File: config.mk
export PLATFORM = sky130hd
export DESIGN_NAME = counter_monitor
export DESIGN_NICKNAME = d
export VERILOG_FILES = /design/src/rtl/counter_monitor.sv
export SDC_FILE = /design/constraint.sdc
export NUM_CORES = 1
export LEC_CHECK = 0
export ABC_AREA = 1
export CORE_MARGIN = 3
export CORE_UTILIZATION = 51
export DETAILED_ROUTE_END_ITERATION = 6
export GPL_TIMING_DRIVEN = 0
export PLACE_DENSITY = 0.77
export SLEW_MARGIN = 40
export SYNTH_ARGS = -nofsm -noshare
export SYNTH_HDL_FRONTEND = slang
export SYNTH_SLANG_ARGS = --single-unit
File: constraint.sdc
create_clock -name clk -period 1.9 [get_ports clk]
set_input_delay 0.475 -clock clk [delete_from_list [all_inputs] [get_ports clk]]
set_output_delay 0.475 -clock clk [all_outputs]
set_load 0.005 [all_outputs]
File: src/rtl/counter_monitor.sv
// Passive observer for an enable-gated up-counter: rebuilds the expected count from
// the previous sample, locks onto the sequence, then flags, counts and reports deviations.
module counter_monitor #(
    parameter int WIDTH       = 4,
    parameter int ERR_W       = 8,
    parameter int SYNC_CYCLES = 2
) (
    input  logic             clk,
    input  logic             rst,
    input  logic             enable,
    input  logic [WIDTH-1:0] count_in,
    input  logic             clear,
    output logic             locked,
    output logic             mismatch,
    output logic             err_flag,
    output logic [ERR_W-1:0] err_count,
    output logic             wrap_pulse,
    output logic [WIDTH-1:0] expected
);

    typedef enum logic [1:0] {
        IDLE,
        SYNC,
        TRACK
    } state_t;

    localparam logic [3:0] SYNC_N = 4'(SYNC_CYCLES);

    state_t           state;
    state_t           state_nx;
    logic [WIDTH-1:0] cnt_q;
    logic             en_q;
    logic [3:0]       match_cnt;
    logic [3:0]       match_cnt_nx;
    logic             match;
    logic             err_now;
    logic             wrap_now;

    assign expected = cnt_q + WIDTH'(en_q);
    assign match    = (count_in == expected);
    assign locked   = (state == TRACK);

    // NOTE: every variable gets a default before the case so no path leaves it unassigned (no latch).
    always_comb begin
        state_nx     = state;
        match_cnt_nx = match_cnt;
        err_now      = 1'b0;
        wrap_now     = 1'b0;
        case (state)
            IDLE: begin
                state_nx     = SYNC;
                match_cnt_nx = '0;
            end
            SYNC: begin
                // An unknown compare falls to the else branch: it never advances the lock.
                if (match) begin
                    if (match_cnt + 4'd1 == SYNC_N) begin
                        state_nx     = TRACK;
                        match_cnt_nx = '0;
                    end else begin
                        match_cnt_nx = match_cnt + 4'd1;
                    end
                end else begin
                    match_cnt_nx = '0;
                end
            end
            TRACK: begin
                if (match) begin
                    wrap_now = en_q && (cnt_q == '1) && (count_in == '0);
                end else begin
                    err_now      = 1'b1;
                    state_nx     = SYNC;
                    match_cnt_nx = '0;
                end
            end
            default: begin
                state_nx     = IDLE;
                match_cnt_nx = '0;
            end
        endcase
    end

    // NOTE: sequential state uses non-blocking assignments so every register sees pre-edge values.
    always_ff @(posedge clk or posedge rst) begin
        if (rst) begin
            state      <= IDLE;
            cnt_q      <= '0;
            en_q       <= 1'b0;
            match_cnt  <= '0;
            mismatch   <= 1'b0;
            wrap_pulse <= 1'b0;
            err_flag   <= 1'b0;
            err_count  <= '0;
        end else begin
            state      <= state_nx;
            cnt_q      <= count_in;
            en_q       <= enable;
            match_cnt  <= match_cnt_nx;
            mismatch   <= err_now;
            wrap_pulse <= wrap_now;
            // A new error takes priority over a simultaneous clear.
            if (err_now) begin
                err_flag <= 1'b1;
                if (clear) begin
                    err_count <= ERR_W'(1);
                end else if (err_count != '1) begin
                    err_count <= err_count + ERR_W'(1);
                end
            end else if (clear) begin
                err_flag  <= 1'b0;
                err_count <= '0;
            end
        end
    end

endmodule

* After elaboration in Yosys (flattened, before gate mapping) *
Index checks and enable logic that the tools add are counted.
W data, S select, Z words.

storage, ports and cells
  word-level logic and storage cells = 46
  output and inout bits = 16
  flip-flop bits (word level) = 22

operators by class
  mux-type cells = 18
  $add $sub $neg = 3
  eq/ne operators = 9
  reductions and logical operators = 8

operator list
  kind                   count
  $mux W8                4
  $mux W4                3
  $add A8 B1 Y8 const B  1
  $ne A8 B8 Y1 const B   1
  $pmux W4 S2            1
  $mux W1                6
  $mux W2                3
  $ne A2 B2 Y1 const B   3
  $pmux W2 S3            1
  $add A4 B1 Y4          1
  $add A4 B1 Y4 const B  1
  $eq A4 B2 Y1 const B   1
  $eq A4 B4 Y1           1
  $eq A4 B4 Y1 const B   1
  $logic_not A4 Y1       1
  $reduce_bool A2 Y1     2
  $reduce_and A3 Y1      1
  $eq A2 B1 Y1 const B   1
  $eq A2 B2 Y1 const B   1
  $logic_and A1 B1 Y1    2
  $logic_not A2 Y1       1
  $reduce_and A2 Y1      1

* Depth between registers and ports, before layout *
Gate-level depths: netlist (run 1).

  word-level depth = 6
  mapped depth = 12
  mapped depth without buffers = 12

* Worst setup path after synthesis (run 1) *
OpenSTA, ideal clock, no wires.

  path kind = register to register
  start point = register cnt_q[0]
  end point = register err_count[6]
  setup slack = 0.168 ns
  stages on the path, launching flop included = 11
  required time = 1.781 ns
  buffers on the path = 0
  arrival time = 1.614 ns
  cell sequence = dfrtp_1 -> ha_1 -> ha_1 -> xnor2_1 -> nand2_1 -> nor2_4 -> nand2_8 -> nand2_4 -> inv_2 -> nand2_1 -> nand2_1

between the ends
  word-level cells in the longest chain between the ends = 6
  elaborated cells on any way between the ends = 7

RTL lines
  what                                 RTL line  source
  start: declaration                   31        logic [WIDTH-1:0] cnt_q;
  start signal: assignment             96        cnt_q <= count_in;
  $add A4 B1 Y4 *                      39        assign expected = cnt_q + WIDTH'(en_q);
  named net expected[1]                18        output logic [WIDTH-1:0] expected
  $eq A4 B4 Y1 *                       40        assign match = (count_in == expected);
  $mux W1 *                            68        if (match) begin
  $mux W1 *                            49        case (state)
  named net err_now                    36        logic err_now;
  $reduce_bool A2 Y1 (no source line)  -
  $reduce_and A2 Y1 (no source line)   -
  end signal: assignment               107       err_count <= err_count + ERR_W'(1);
  end: declaration                     16        output logic [ERR_W-1:0] err_count,

The timed path passes the listed nets; every way through them passes the cells marked *.
A chain may end at the register's enable or synchronous reset.

* Worst setup path in the final report (run 1) *
  start point = register en_q
  end point = output port expected[2]

between the ends
  word-level cells in the longest chain between the ends = 1

RTL lines
  what                      RTL line  source
  start: declaration        32        logic en_q;
  start signal: assignment  97        en_q <= enable;
  $add A4 B1 Y4             39
  end: declaration          18

No other way between the ends.

==> impl_metrics.json, run 1 <==
{
  "dieWidth_um": 56.5,
  "required_ns": 1.42,
  "antenna_found_initial": 0,
  "ant_nets": 0,
  "drtIter0Drc": 40,
  "num_io_pins": 24,
  "cp_max_fo": 4,
  "synthesis.area_mm2": 0.00130,
  "final_cell_mix": "38 x nand2_1, 21 x dfrtp_1, 19 x clkdlybuf4s50_1",
  "fp.dieH_um": 56.5,
  "dpl.hpwl_mm": 1.95,
  "grt_usage": 0.183,
  "slew_viol_final": 0,
  "p_per_area_mw_per_mm2": 531,
  "drt_pass1_iterations": 4,
  "arrival_ns": 1.39,
  "cts_tree": "yes",
  "setup.worst_path.end_class": "output pin",
  "grt_pass1_wl_mm": 4.62,
  "holdWs_ns": 0.496,
  "cts_max_level": 1,
  "dieArea_mm2": 0.00320,
  "hp-class": "input port to async pin",
  "tightest_slew_ns": 0.471,
  "netlist-cell-type-count": 26,
  "criticalPathCategory": "flop to output pin",
  "path_clk_slew_ns": 0.13,
  "setup_tns_ns": 0,
  "cts_sinks": 22,
  "numPortBuffers": 23,
  "synth_edf_count": 0,
  "min_period_ns": 1.86,
  "remaining_drc_errors": 0,
  "yosys_warnings": 0,
  "dp_cells": 206,
  "via_count": 1116,
  "layout_commonest_cell": "nand2_1",
  "syn_avg_cell_area_um2": 8.40,
  "clockBufferDepth": 2,
  "final_nets": 200,
  "avgRoutedWirePerCell_um": 12.9,
  "syn_inst": 155,
  "slew_headroom": 0.686,
  "via_per_inst": 5.24,
  "finalHoldViolations": 0,
  "yosysSeqAreaShare": 0.423,
  "cts-root-buf": "clkbuf_4",
  "grt_max_degree": 23,
  "cts_made_buffers": 3,
  "gp_congestion": 0.811,
  "coreArea_mm2": 0.00232,
  "grt_pass1_vias": 1032,
  "period_share": 0.979,
  "start_util": 0.562,
  "cp-start-kind": "flop",
  "areaGrowthSynthToFinish_pct": 27.3,
  "grt_overflow": 0,
  "setup_violations": 0,
  "synth_ff_type": "dfrtp_1",
  "rows": 17,
  "synthArstFlopShare": 1.00,
  "clock_latency_ns": 0.31,
  "syn_nets": 168,
  "hold_buffers": 0,
  "ys_seq_elements": 22,
  "n_antenna_cell": 0,
  "clock.fmax_mhz": 538,
  "final_cells": 213,
  "skew_ns": 0.00638,
  "wirelength_mm": 2.75,
  "power_leakage_nw": 0.772,
  "drive_gt1_frac": 0.222,
  "ir_drop_mv": 0.478,
  "drv_cap": 0,
  "status": "finished clean"
}
-- sequential cells by signal, indices dropped and copies added, names as in the netlist --
register	flops
cnt_q	4
err_count	8
mismatch	1
en_q	1
state	2
err_flag	1
wrap_pulse	1
match_cnt	4
-- cell families after synthesis --
family | Yosys count | synth area share
AO/OA/AOI/OAI | 9 | 0.0528
XOR/XNOR | 7 | 0.0471
adder cells (fa/ha/maj) | 5 | 0.0480
buffers and inverters | 23 | 0.0663
flip-flops | 22 | 0.423
AND/OR/NAND/NOR | 89 | 0.363
-- where the power goes --
group          internal, W  switching (W)
Sequential        0.000485      0.0000249
Clock            0.0000740       0.000143
Combinational    0.0000663      0.0000875
Total             0.000625       0.000255
-- layout make-up --
| cell class | count | area (um2) |
|---|---|---|
| multi-input combinational | 110 | 713 |
| fill | 186 | 661 |
| sequential | 22 | 552 |
| timing repair buffer | 27 | 249 |
| inverter | 23 | 86.3 |
| tap | 28 | 35.0 |
| clock buffer | 3 | 22.5 |
-- per-stage QoR --
stage,setup WS [ns],total power [W],cell area [um2],util
2_1_floorplan,0.168,0.000605,1300,-
3_3_place_gp,-0.0915,0.000653,1570,0.676
3_5_place_dp,-0.130,0.000659,1570,0.676
4_1_cts,-0.0994,0.000878,1630,0.704
5_1_grt,-0.0143,0.000920,1660,0.715
6_report,0.0396,0.000880,1660,0.715
-- layer usage --
layer	GRT usage	vias up	share of wire
li1	-	563	-
met1	0.243	525	0.46
met2	0.300	24	0.48
met3	0.0276	4	0.036
met4	0.0610	0	0.016
met5	0	-	0
-- Yosys cell counts (2+ instances only) --
| library cell | instances | share of area |
|---|---|---|
| nor2_2 | 4 | 0.019 |
| dfrtp_1 | 22 | 0.42 |
| xor2_1 | 4 | 0.027 |
| o21ai_1 | 2 | 0.0077 |
| xnor2_1 | 3 | 0.020 |
| nand4_1 | 2 | 0.0096 |
| o21ai_2 | 3 | 0.020 |
| nand2_4 | 2 | 0.017 |
| ha_1 | 5 | 0.048 |
| nand2_1 | 40 | 0.12 |
| a22oi_1 | 2 | 0.012 |
| nand3_1 | 19 | 0.073 |
| nor2_4 | 3 | 0.026 |
| o2111ai_1 | 2 | 0.013 |
| inv_1 | 17 | 0.049 |
| inv_2 | 5 | 0.014 |
| nand2_2 | 2 | 0.0096 |
| nor3_1 | 2 | 0.0077 |
| nor2_1 | 8 | 0.023 |
| nand3_2 | 2 | 0.015 |
-- final timing paths --
path,from,to,slack [ns],cells after the start
max,en_q,expected[2],0.04,6
min,rst,err_count[3],0.50,2
max reg2reg,en_q,wrap_pulse,0.15,9
min reg2reg,err_flag,err_flag,0.50,2
max in group asynchronous,rst,cnt_q[2],1.06,2
min in group clk,err_flag,err_flag,0.50,2
-- critical path: stages (launching register included) --
cell and delay [ns]:
dfrtp_1 0.44, ha_4 0.21, ha_4 0.17, inv_2 0.06, nand2_2 0.05, nand2_1 0.05
buf_2 0.10
-- repair_timing --
item,in CTS,in global routing
resized for setup,11,11
endpoints found under the setup margin,5,3
setup buffers,2,2
pin swaps,2,6
cloned,0,0
(Power assumes the default switching activity.)
==> inputs of run 2 (changes only) <==
--- a/config.mk
+++ b/config.mk
@@ -8,10 +8,11 @@
 export ABC_AREA = 1
 export CORE_MARGIN = 3
 export CORE_UTILIZATION = 51
+export CTS_CLUSTER_DIAMETER = 100
 export DETAILED_ROUTE_END_ITERATION = 6
 export GPL_TIMING_DRIVEN = 0
 export PLACE_DENSITY = 0.77
-export SLEW_MARGIN = 40
+export SLEW_MARGIN = 20
 export SYNTH_ARGS = -nofsm -noshare
 export SYNTH_HDL_FRONTEND = slang
 export SYNTH_SLANG_ARGS = --single-unit
==> run 2 against run 1 <==
Net effect: first-iteration DRC count unchanged; via count did not move; global-route usage stayed put; combinational power hardly changed.
==> impl_metrics.json, run 2 (synthesized netlist as in run 1, its figures left out) <==
{
  "skew_ns": 0.00638,
  "finalHoldViolations": 0,
  "avgRoutedWirePerCell_um": 12.9,
  "cts-root-buf": "clkbuf_4",
  "areaGrowthSynthToFinish_pct": 27.3,
  "slew_viol_final": 0,
  "top_register": "err_count",
  "dieWidth_um": 56.5,
  "setup.worst_path.end_class": "output pin",
  "remaining_drc_errors": 0,
  "min-delay-start": "err_flag",
  "max_stage_delay_ns": 0.44,
  "setup_tns_ns": 0,
  "placed_cell_area_mm2": 0.00157,
  "layout_commonest_cell": "nand2_1",
  "cp_slowest_cell": "dfrtp_1",
  "drt_pass1_iterations": 4,
  "num_io_pins": 24,
  "power_leakage_nw": 0.774,
  "min_period_ns": 1.86,
  "wirelength_mm": 2.75,
  "path_clk_slew_ns": 0.13,
  "reg_top3": "err_count x8, cnt_q x4, match_cnt x4",
  "coreArea_mm2": 0.00232,
  "n_antenna_cell": 0,
  "p_per_area_mw_per_mm2": 531,
  "cts_max_level": 1,
  "required_ns": 1.42,
  "holdPathStages": 2,
  "cts_made_buffers": 3,
  "min_to": "err_flag",
  "arrival_ns": 1.39,
  "clockBufferDepth": 2,
  "hp-class": "flop to flop",
  "gp_congestion": 0.811,
  "rows": 17,
  "grt_pass1_vias": 1032,
  "worstPathCellList": "ha_4, ha_4, inv_2, nand2_2, nand2_1, buf_2",
  "ant_nets": 0,
  "setup_violations": 0,
  "fp.dieH_um": 56.5,
  "cts_sinks": 22,
  "grt_overflow": 0,
  "slew_headroom": 0.431,
  "worst_r2r_startpoint": "en_q",
  "crit_top_cell": "ha_4",
  "final_cell_mix": "38 x nand2_1, 21 x dfrtp_1, 19 x clkdlybuf4s50_1",
  "start_util": 0.562,
  "hold_buffers": 0,
  "dieArea_mm2": 0.00320,
  "clock.fmax_mhz": 538,
  "cp-start-kind": "flop",
  "r2r_cells": 9,
  "period_share": 0.979,
  "cts_tree": "yes",
  "cp_max_fo": 4,
  "largest_reg_flops": 8,
  "final_nets": 200,
  "status": "finished clean",
  "criticalPathCategory": "flop to output pin",
  "reg2reg_slack_ns": 0.15,
  "drv_cap": 0,
  "grt_pass1_wl_mm": 4.62,
  "via_count": 1116,
  "antenna_found_initial": 0,
  "drive_gt1_frac": 0.216,
  "clock_latency_ns": 0.31,
  "via_per_inst": 5.24,
  "crit_family": "flip-flops",
  "numPortBuffers": 23,
  "grt_max_degree": 23,
  "ir_drop_mv": 0.478,
  "dpl.hpwl_mm": 1.95,
  "grt_usage": 0.183,
  "drtIter0Drc": 40,
  "tightest_slew_ns": 0.853,
  "final_cell_area_mm2": 0.00166,
  "crit_buf_inv": 2,
  "p_total_w": 0.000880,
  "num-fill-cells": 186,
  "r2r_end": "wrap_pulse"
}
run 2: cell counts in the layout (fill, tap and decap cells not counted):
No cell type changed its count.
run 2: metal layers:
metal,vias to the layer above,global-route usage,part of all wire
met3,4,0.0276,0.036
met4,0,0.0610,0.016
met1,525,0.243,0.46
li1,563,-,-
met2,24,0.300,0.48
met5,-,0,0
run 2: power breakdown:
part,total [W],leakage [nW],switching [W],internal [W]
Clock,0.000217,0.0138,0.000143,0.0000740
Combinational,0.000154,0.470,0.0000873,0.0000662
Sequential,0.000510,0.290,0.0000249,0.000485
run 2: how the worst max path moves through the flow:
stage | slack [ns] | endpoint | cells after the start | start
global route | -0.01 | expected[2] | 6 | en_q
CTS | -0.1 | expected[2] | 6 | en_q
global placement | -0.09 | expected[2] | 6 | cnt_q[0]
floorplan | 0.17 | err_count[6] | 10 | cnt_q[0]
finish | 0.04 | expected[2] | 6 | en_q
detailed placement | -0.13 | expected[2] | 6 | cnt_q[0]
run 2: through the flow:
stage	instances	worst slack, ns	hold WS [ns]	util
global placement	206	-0.0915	0.468	0.676
floorplan	155	0.168	0.464	-
detailed placement	206	-0.130	0.473	0.676
CTS	211	-0.0994	0.504	0.704
global route	213	-0.0143	0.515	0.715
finish	213	0.0396	0.497	0.715
run 2: worst register-to-register path: stages, from the launching register on:
cell     delay (ns)
dfrtp_1        0.44
ha_4           0.21
ha_4           0.24
xnor2_1        0.15
nand2_1        0.10
nor2_4         0.15
nand2_8        0.10
nor2_4         0.14
inv_2          0.06
nor3_2         0.10
run 2: layout make-up:
| type | instances | area [um2] | share of cell area |
|---|---|---|---|
| clock buffers | 3 | 22.5 | 0.0136 |
| multi-input cells | 110 | 713 | 0.430 |
| inverters | 23 | 86.3 | 0.0521 |
| repair buffers | 27 | 249 | 0.150 |
| well taps | 28 | 35.0 | 0.0211 |
| flip-flops and latches | 22 | 552 | 0.333 |
run 2: timing repair:
action | in CTS | in global routing
buffers inserted | 2 | 2
pin swaps | 2 | 6
gates resized for setup | 11 | 11
endpoints found under the setup margin | 5 | 3
